## src/rtl/mem_access_unit.sv

```systemverilog
// MEM-stage load/store unit: turns the EX/MEM address, store data and funct3
// into a word-aligned bus transaction, stalls the pipeline until the
// transaction completes, and returns extended load data or exception pulses.
module mem_access_unit #(
  parameter int TIMEOUT_CYCLES = 255
) (
  input  logic        clk,
  input  logic        reset_n,
  input  logic        ex_valid,
  input  logic        ex_mem_read,
  input  logic        ex_mem_write,
  input  logic [2:0]  ex_funct3,
  input  logic [31:0] ex_addr,
  input  logic [31:0] ex_wdata,
  output logic        dmem_req,
  output logic        dmem_we,
  output logic [31:0] dmem_addr,
  output logic [3:0]  dmem_be,
  output logic [31:0] dmem_wdata,
  input  logic        dmem_ack,
  input  logic        dmem_err,
  input  logic [31:0] dmem_rdata,
  output logic        mem_stall,
  output logic [31:0] load_data,
  output logic        load_valid,
  output logic        misaligned_exc,
  output logic        access_fault_exc,
  output logic [31:0] exc_addr
);
  localparam logic [1:0] S_IDLE = 2'd0;
  localparam logic [1:0] S_BUSY = 2'd1;
  localparam logic [1:0] S_DONE = 2'd2;

  localparam int CW = (TIMEOUT_CYCLES > 0) ? $clog2(TIMEOUT_CYCLES + 1) : 1;
  localparam logic [CW-1:0] TMO = CW'(TIMEOUT_CYCLES);

  logic [1:0]    r_state;
  logic [CW-1:0] r_cnt;
  logic          r_we;
  logic [31:0]   r_addr;
  logic [3:0]    r_be;
  logic [31:0]   r_wdata;
  logic [2:0]    r_f3;
  logic [31:0]   r_load_data;
  logic          r_load_valid;
  logic          r_mis;
  logic          r_af;
  logic [31:0]   r_exc_addr;

  logic          w_access;
  logic          w_illegal;
  logic          w_misal;
  logic [3:0]    w_be;
  logic [31:0]   w_wdata;
  logic [31:0]   w_shift;
  logic [31:0]   w_ld;
  logic          w_busy;

  assign w_access = ex_valid & (ex_mem_read | ex_mem_write);
  assign w_busy   = (r_state == S_BUSY);

  // Decode the incoming access: legality, alignment, byte lanes, store data
  always_comb begin
    w_illegal = 1'b0;
    w_misal   = 1'b0;
    w_be      = 4'b1111;
    w_wdata   = 32'h0;
    if (ex_mem_read && ex_mem_write)
      w_illegal = 1'b1;
    else if (ex_mem_read)
      w_illegal = (ex_funct3 == 3'b011) || (ex_funct3 == 3'b110) || (ex_funct3 == 3'b111);
    else
      w_illegal = (ex_funct3 >= 3'b011);
    case (ex_funct3[1:0])
      2'b00: begin
        w_be    = 4'b0001 << ex_addr[1:0];
        w_wdata = {4{ex_wdata[7:0]}};
      end
      2'b01: begin
        w_misal = ex_addr[0];
        w_be    = 4'b0011 << ex_addr[1:0];
        w_wdata = {2{ex_wdata[15:0]}};
      end
      default: begin
        w_misal = (ex_addr[1:0] != 2'b00);
        w_be    = 4'b1111;
        w_wdata = ex_wdata;
      end
    endcase
    if (!ex_mem_write) w_wdata = 32'h0;
  end

  // Align the returned word to the addressed byte and extend it
  always_comb begin
    w_shift = dmem_rdata >> {r_addr[1:0], 3'b000};
    case (r_f3)
      3'b000:  w_ld = {{24{w_shift[7]}}, w_shift[7:0]};
      3'b001:  w_ld = {{16{w_shift[15]}}, w_shift[15:0]};
      3'b100:  w_ld = {24'h0, w_shift[7:0]};
      3'b101:  w_ld = {16'h0, w_shift[15:0]};
      default: w_ld = w_shift;
    endcase
  end

  // Transaction FSM; result pulses are registered so they appear only in DONE
  always_ff @(posedge clk or negedge reset_n) begin
    if (!reset_n) begin
      r_state      <= S_IDLE;
      r_cnt        <= '0;
      r_we         <= 1'b0;
      r_addr       <= 32'h0;
      r_be         <= 4'h0;
      r_wdata      <= 32'h0;
      r_f3         <= 3'h0;
      r_load_data  <= 32'h0;
      r_load_valid <= 1'b0;
      r_mis        <= 1'b0;
      r_af         <= 1'b0;
      r_exc_addr   <= 32'h0;
    end else begin
      r_load_valid <= 1'b0;
      r_mis        <= 1'b0;
      r_af         <= 1'b0;
      case (r_state)
        S_IDLE: begin
          if (w_access) begin
            if (w_illegal) begin
              r_af       <= 1'b1;
              r_exc_addr <= ex_addr;
              r_state    <= S_DONE;
            end else if (w_misal) begin
              r_mis      <= 1'b1;
              r_exc_addr <= ex_addr;
              r_state    <= S_DONE;
            end else begin
              r_we    <= ex_mem_write;
              r_addr  <= ex_addr;
              r_be    <= w_be;
              r_wdata <= w_wdata;
              r_f3    <= ex_funct3;
              r_cnt   <= '0;
              r_state <= S_BUSY;
            end
          end
        end
        S_BUSY: begin
          r_cnt <= r_cnt + 1'b1;
          if (dmem_ack) begin
            if (dmem_err) begin
              r_af       <= 1'b1;
              r_exc_addr <= r_addr;
            end else if (!r_we) begin
              r_load_data  <= w_ld;
              r_load_valid <= 1'b1;
            end
            r_state <= S_DONE;
          end else if ((TIMEOUT_CYCLES != 0) && (r_cnt == TMO)) begin
            r_af       <= 1'b1;
            r_exc_addr <= r_addr;
            r_state    <= S_DONE;
          end
        end
        S_DONE: begin
          // Same instruction is still presented here, so it must not relaunch
          r_cnt   <= '0;
          r_state <= S_IDLE;
        end
        default: r_state <= S_IDLE;
      endcase
    end
  end

  // Bus fields are only driven while the request is outstanding
  assign dmem_req         = w_busy;
  assign dmem_we          = w_busy & r_we;
  assign dmem_addr        = w_busy ? {r_addr[31:2], 2'b00} : 32'h0;
  assign dmem_be          = w_busy ? r_be : 4'h0;
  assign dmem_wdata       = w_busy ? r_wdata : 32'h0;
  assign mem_stall        = w_busy | ((r_state == S_IDLE) & w_access);
  assign load_data        = r_load_data;
  assign load_valid       = r_load_valid;
  assign misaligned_exc   = r_mis;
  assign access_fault_exc = r_af;
  assign exc_addr         = r_exc_addr;
endmodule

```

## config.mk

```make
export PLATFORM = sky130hd
export DESIGN_NAME = mem_access_unit
export DESIGN_NICKNAME = d
export VERILOG_FILES = /design/src/rtl/mem_access_unit.sv
export SDC_FILE = /design/constraint.sdc
export NUM_CORES = 1
export LEC_CHECK = 0
export CAP_MARGIN = 20
export CELL_PAD_IN_SITES_DETAIL_PLACEMENT = 1
export CELL_PAD_IN_SITES_GLOBAL_PLACEMENT = 1
export CORE_MARGIN = 2
export CORE_UTILIZATION = 39
export DETAILED_ROUTE_END_ITERATION = 7
export PLACE_DENSITY = 0.95
export SYNTH_ARGS = -nofsm -noshare
export SYNTH_HDL_FRONTEND = slang
export SYNTH_SLANG_ARGS = --single-unit
```

## constraint.sdc

```tcl
create_clock -name clk -period 4.1 [get_ports clk]
set_clock_uncertainty 0.05 [all_clocks]
set_input_delay 0.82 -clock clk [delete_from_list [all_inputs] [get_ports clk]]
set_output_delay 0.82 -clock clk [all_outputs]
set_load 0.1 [all_outputs]
```

## Yosys cells after proc, flatten, opt, wreduce, memory -nomap -nowiden

Index checks and enable logic that the tools add are counted.

- Multiply operators: 0
- Magnitude comparators: 1
- Mux-type cells: 41
- Add/sub/neg operators: 1
- Bitwise gates (word level): 9
- Div/mod/pow operators: 0
- Reductions and logical operators: 14
- Equal/unequal tests: 16
- Shift-type cells: 3

Operators by type and width:

| operator | number |
|---|---|
| $mux 32 | 9 |
| $pmux 32 s2 | 2 |
| $pmux 32 s4 | 1 |
| $shr 32x5->32 | 1 |
| $mux 8 | 3 |
| $pmux 8 s3 | 1 |
| $mux 1 | 15 |
| $eq 3x3->1 const B | 4 |
| $reduce_and 4->1 | 3 |
| $mux 2 | 5 |
| $add 8x1->8 const B | 1 |
| $eq 8x8->1 const B | 1 |
| $pmux 4 s2 | 1 |
| $ne 2x2->1 const B | 3 |
| $ne 3x3->1 const B | 2 |
| $reduce_and 5->1 | 1 |
| $eq 2x1->1 const B | 2 |
| $logic_not 2->1 | 2 |
| $mux 4 | 1 |
| $not 1->1 | 4 |
| $pmux 1 s2 | 2 |
| $pmux 2 s2 | 1 |
| $reduce_bool 2->1 | 2 |
| $shl 1x2->4 const A | 1 |
| 13 further kinds | 17 |

- Memories: 0
- Bits in writable memories: 0
- Bits in latches: 0
- Flip-flop bits (word level): 149
- Output and inout port bits: 138
- Memory bits (read-only): 0

## Logic depth before layout (Yosys ltp)

- Depth in word-level cells: 8
- Mapped depth: 9

## Worst setup path after synthesis

No wires, ideal clock.

- Kind: register -> output
- Start: register r_state[0]
- End: output port dmem_wdata[22]
- Arrival: 2.926 ns
- Required time: 3.230 ns
- Cell stages (with the launch flop): 8
- Setup slack: 0.304 ns
- Cells stage by stage: dfrtp_1 -> buf_2 -> nand2b_1 -> buf_2 -> inv_1 -> clkbuf_1 -> clkbuf_1 -> and2_1

- Longest elaborated chain between the ends: 2

RTL lines:

| what | line | text |
|---|---|---|
| start, declared | 37 | `logic [1:0] r_state;` |
| start signal, assigned | 108 | `r_state <= S_IDLE;` |
| start signal, assigned | 130 | `r_state <= S_DONE;` |
| start signal, assigned | 134 | `r_state <= S_DONE;` |
| $eq 2x1->1 | 60 | `assign w_busy = (r_state == S_BUSY);` |
| named net dmem_req | 15 | `output logic dmem_req,` |
| $mux 32 | 178 | `assign dmem_wdata = w_busy ? r_wdata : 32'h0;` |
| end, declared | 19 | `output logic [31:0] dmem_wdata,` |

The timed path passes the listed nets, and every way through them passes these cells.

## Final worst setup path

- Start: register r_state[1]
- End: output port dmem_wdata[17]

- Longest elaborated chain between the ends: 2

RTL lines:

| what | line |
|---|---|
| $eq 2x1->1 | 60 |
| $mux 32 | 178 |

No other way between the ends.

==> results.json <==
{
  "drt-total-wl_mm": 27.8,
  "synth_xor_area_frac": 0.00344,
  "max_freq_mhz": 282,
  "hold_violations": 0,
  "finalSetupTns_ns": 0,
  "syn_to_final_growth_pct": 50.9,
  "synth-seq-area-share": 0.489,
  "worst_hold_slack_ns": 0.346,
  "rsz0062_at_grt": "false",
  "synth_cells": 660,
  "cts_resized": 0,
  "numCtsBuffers": 17,
  "r2r_cells": 5,
  "ys_types": 55,
  "period_needed_ns": 3.54,
  "required_ns": 3.23,
  "place_hpwl_mm": 19.8,
  "status": "completed",
  "yosysTopAreaCellShare": 0.489,
  "power_mw": 8.07,
  "die_area_um2": 20700,
  "synth_edf_count": 0,
  "cts_setup_buffers": 0,
  "cp_max_fo": 39,
  "criticalPathCategory": "reg2out",
  "synth.largest_area_cell": "dfrtp_1",
  "dieHeight_um": 144,
  "drv_slew": 0,
  "antenna_found_initial": 0,
  "r2r-end": "exc_addr[0]$_DFFE_PN0P_",
  "cts.path.max_buffers": 2,
  "arrival_ns": 2.67,
  "hold_class": "in2async",
  "routedWlPerCell_um": 23.8,
  "numClockSinks": 149,
  "synth_simple_gate_area_share": 0.122,
  "synth-compound-area-share": 0.154,
  "syn_area_um2": 7630,
  "synth_fa_ha_area_frac": 0.00164,
  "maxCapViolCount": 0,
  "nFillCells": 1951,
  "end_kind": "output pin",
  "drc": 0,
  "clk_pin_slew_ns": 0.07,
  "powerDensity_nw_per_um2": 701,
  "start_util": 0.395,
  "cts_tree": "yes",
  "yosys_warnings": 0,
  "root_buffer": "clkbuf_16",
  "port_buffers": 241,
  "period_share": 0.865,
  "tightest_slew_ns": 1.06,
  "overflow": 0,
  "cts_max_level": 4,
  "synth_mux_area_frac": 0.193,
  "r2r_setup_slack_ns": 1.27,
  "multi_input_comb_area_um2": 3630,
  "nets": 994,
  "clk_latency_ns": 0.44,
  "ir_drop_uv": 679,
  "layout_commonest_cell": "clkdlybuf4s50_1",
  "seqCellArea_um2": 3730,
  "core_um2": 19300,
  "grt_pass1_wl_mm": 42.5,
  "drive_above_1_share": 0.227,
  "setup_viol": 0,
  "synth_area_leaders": "dfrtp_1 49%, mux2_4 8.7%, and2_1 6.3%",
  "crit_path_start_kind": "register",
  "synth_top_family_by_area": "multiplexers",
  "grtUsageTotal": 0.275,
  "drt_iter0_drc": 336,
  "synth_ff_type": "dfrtp_1",
  "via_count": 6243,
  "dr.pass1.iters": 4,
  "r2r_start": "r_state[1]$_DFFE_PN0P_",
  "slew_headroom": 0.290,
  "row_count": 51,
  "ant_nets": 0,
  "fp.dieW_um": 144,
  "syn_area_per_cell_um2": 11.6,
  "ys_ff_latch": 149,
  "grt_pass1_vias": 7068,
  "ys_async_sr_fraction": 1.00,
  "vias_per_cell": 5.35,
  "io_pins": 244,
  "grt_max_degree": 80,
  "p_leak_nw": 5.10,
  "hold_buffers": 0,
  "final_cell_mix": "171 x clkdlybuf4s50_1, 149 x dfrtp_1, 77 x and2_1",
  "place_congestion": 0.831
}
-- how the worst max path moves through the flow --
stage / start / endpoint / slack, ns / depth (start not counted)
global placement: ex_addr[0] / exc_addr[31]$_DFFE_PN0P_ / 0.66 / 5
detailed placement: ex_addr[0] / exc_addr[31]$_DFFE_PN0P_ / 0.53 / 5
finish: r_state[1]$_DFFE_PN0P_ / dmem_wdata[17] / 0.56 / 5
global route: r_state[1]$_DFFE_PN0P_ / dmem_wdata[5] / 0.43 / 5
floorplan: r_state[0]$_DFFE_PN0P_ / dmem_wdata[22] / 0.30 / 7
CTS: r_state[1]$_DFFE_PN0P_ / dmem_wdata[5] / 0.56 / 5
-- cells in the mapped netlist, types with 4 or more instances --
cell       instances
o2bb2ai_1         15
a31oi_1            5
nor2b_1           10
nand2_1           30
inv_1              5
a211oi_1           8
nand2b_1           4
clkbuf_1          27
mux2_2            33
buf_6              6
nor2_1            27
mux2_4            44
o22a_1            16
a21o_1            31
a22o_1            20
buf_2             13
o31ai_1            8
dfrtp_1          149
o21ai_0           25
and2_1            77
mux2i_1           42
a21oi_1           23
-- where the power goes --
group          internal, mW  switching, mW
sequential             1.97          0.380
combinational          1.27           2.94
clock                 0.810          0.706
total                  4.05           4.02
-- kinds of logic after synthesis --
family	after synthesis
and+or+nand+nor	167
muxes	120
adders and majority gates	1
xor gates and xnor gates	3
other	1
buffers and inverters	56
AOI/OAI and AO/OA	163
DFF	149
-- worst max-delay path, cell delays in order (launching register included) --
cell and delay [ns]:
dfrtp_1 0.51, nand2b_1 0.42, inv_2 0.58, buf_12 0.26, and2_1 0.23, buf_12 0.19
-- flip-flops by register name, summed over array words and instances (netlist names) --
| name | count |
|---|---|
| r_state | 2 |
| misaligned_exc | 1 |
| access_fault_exc | 1 |
| r_addr | 32 |
| r_cnt | 8 |
| exc_addr | 32 |
| r_be | 4 |
| load_valid | 1 |
| r_wdata | 32 |
| r_f3 | 3 |
| load_data | 32 |
| r_we | 1 |
-- layer usage --
| layer | routed length, um | GRT usage |
|---|---|---|
| met4 | 732 | 0.0939 |
| met5 | 0 | 0 |
| met1 | 10700 | 0.317 |
| met3 | 1370 | 0.0583 |
| met2 | 15000 | 0.504 |
-- metrics by stage --
stage / utilization / std cells / worst slack [ns] / area, um2
after detailed placement: 0.566 / 1132 / 0.531 / 10900
after floorplan: - / 661 / 0.304 / 7640
after global placement: 0.566 / 1132 / 0.663 / 10900
after CTS: 0.595 / 1164 / 0.560 / 11500
final: 0.596 / 1166 / 0.555 / 11500
after global routing: 0.596 / 1165 / 0.430 / 11500
-- cell type report --
class | count | area share
Antenna cell | 1 | 0.000217
Tap cell | 265 | 0.0288
Inverter | 6 | 0.00196
Multi-Input combinational cell | 456 | 0.315
Clock inverter | 13 | 0.00978
Clock buffer | 19 | 0.0385
Timing Repair Buffer | 257 | 0.282
Sequential cell | 149 | 0.324
No activity file was read; power rests on OpenSTA's default activity.
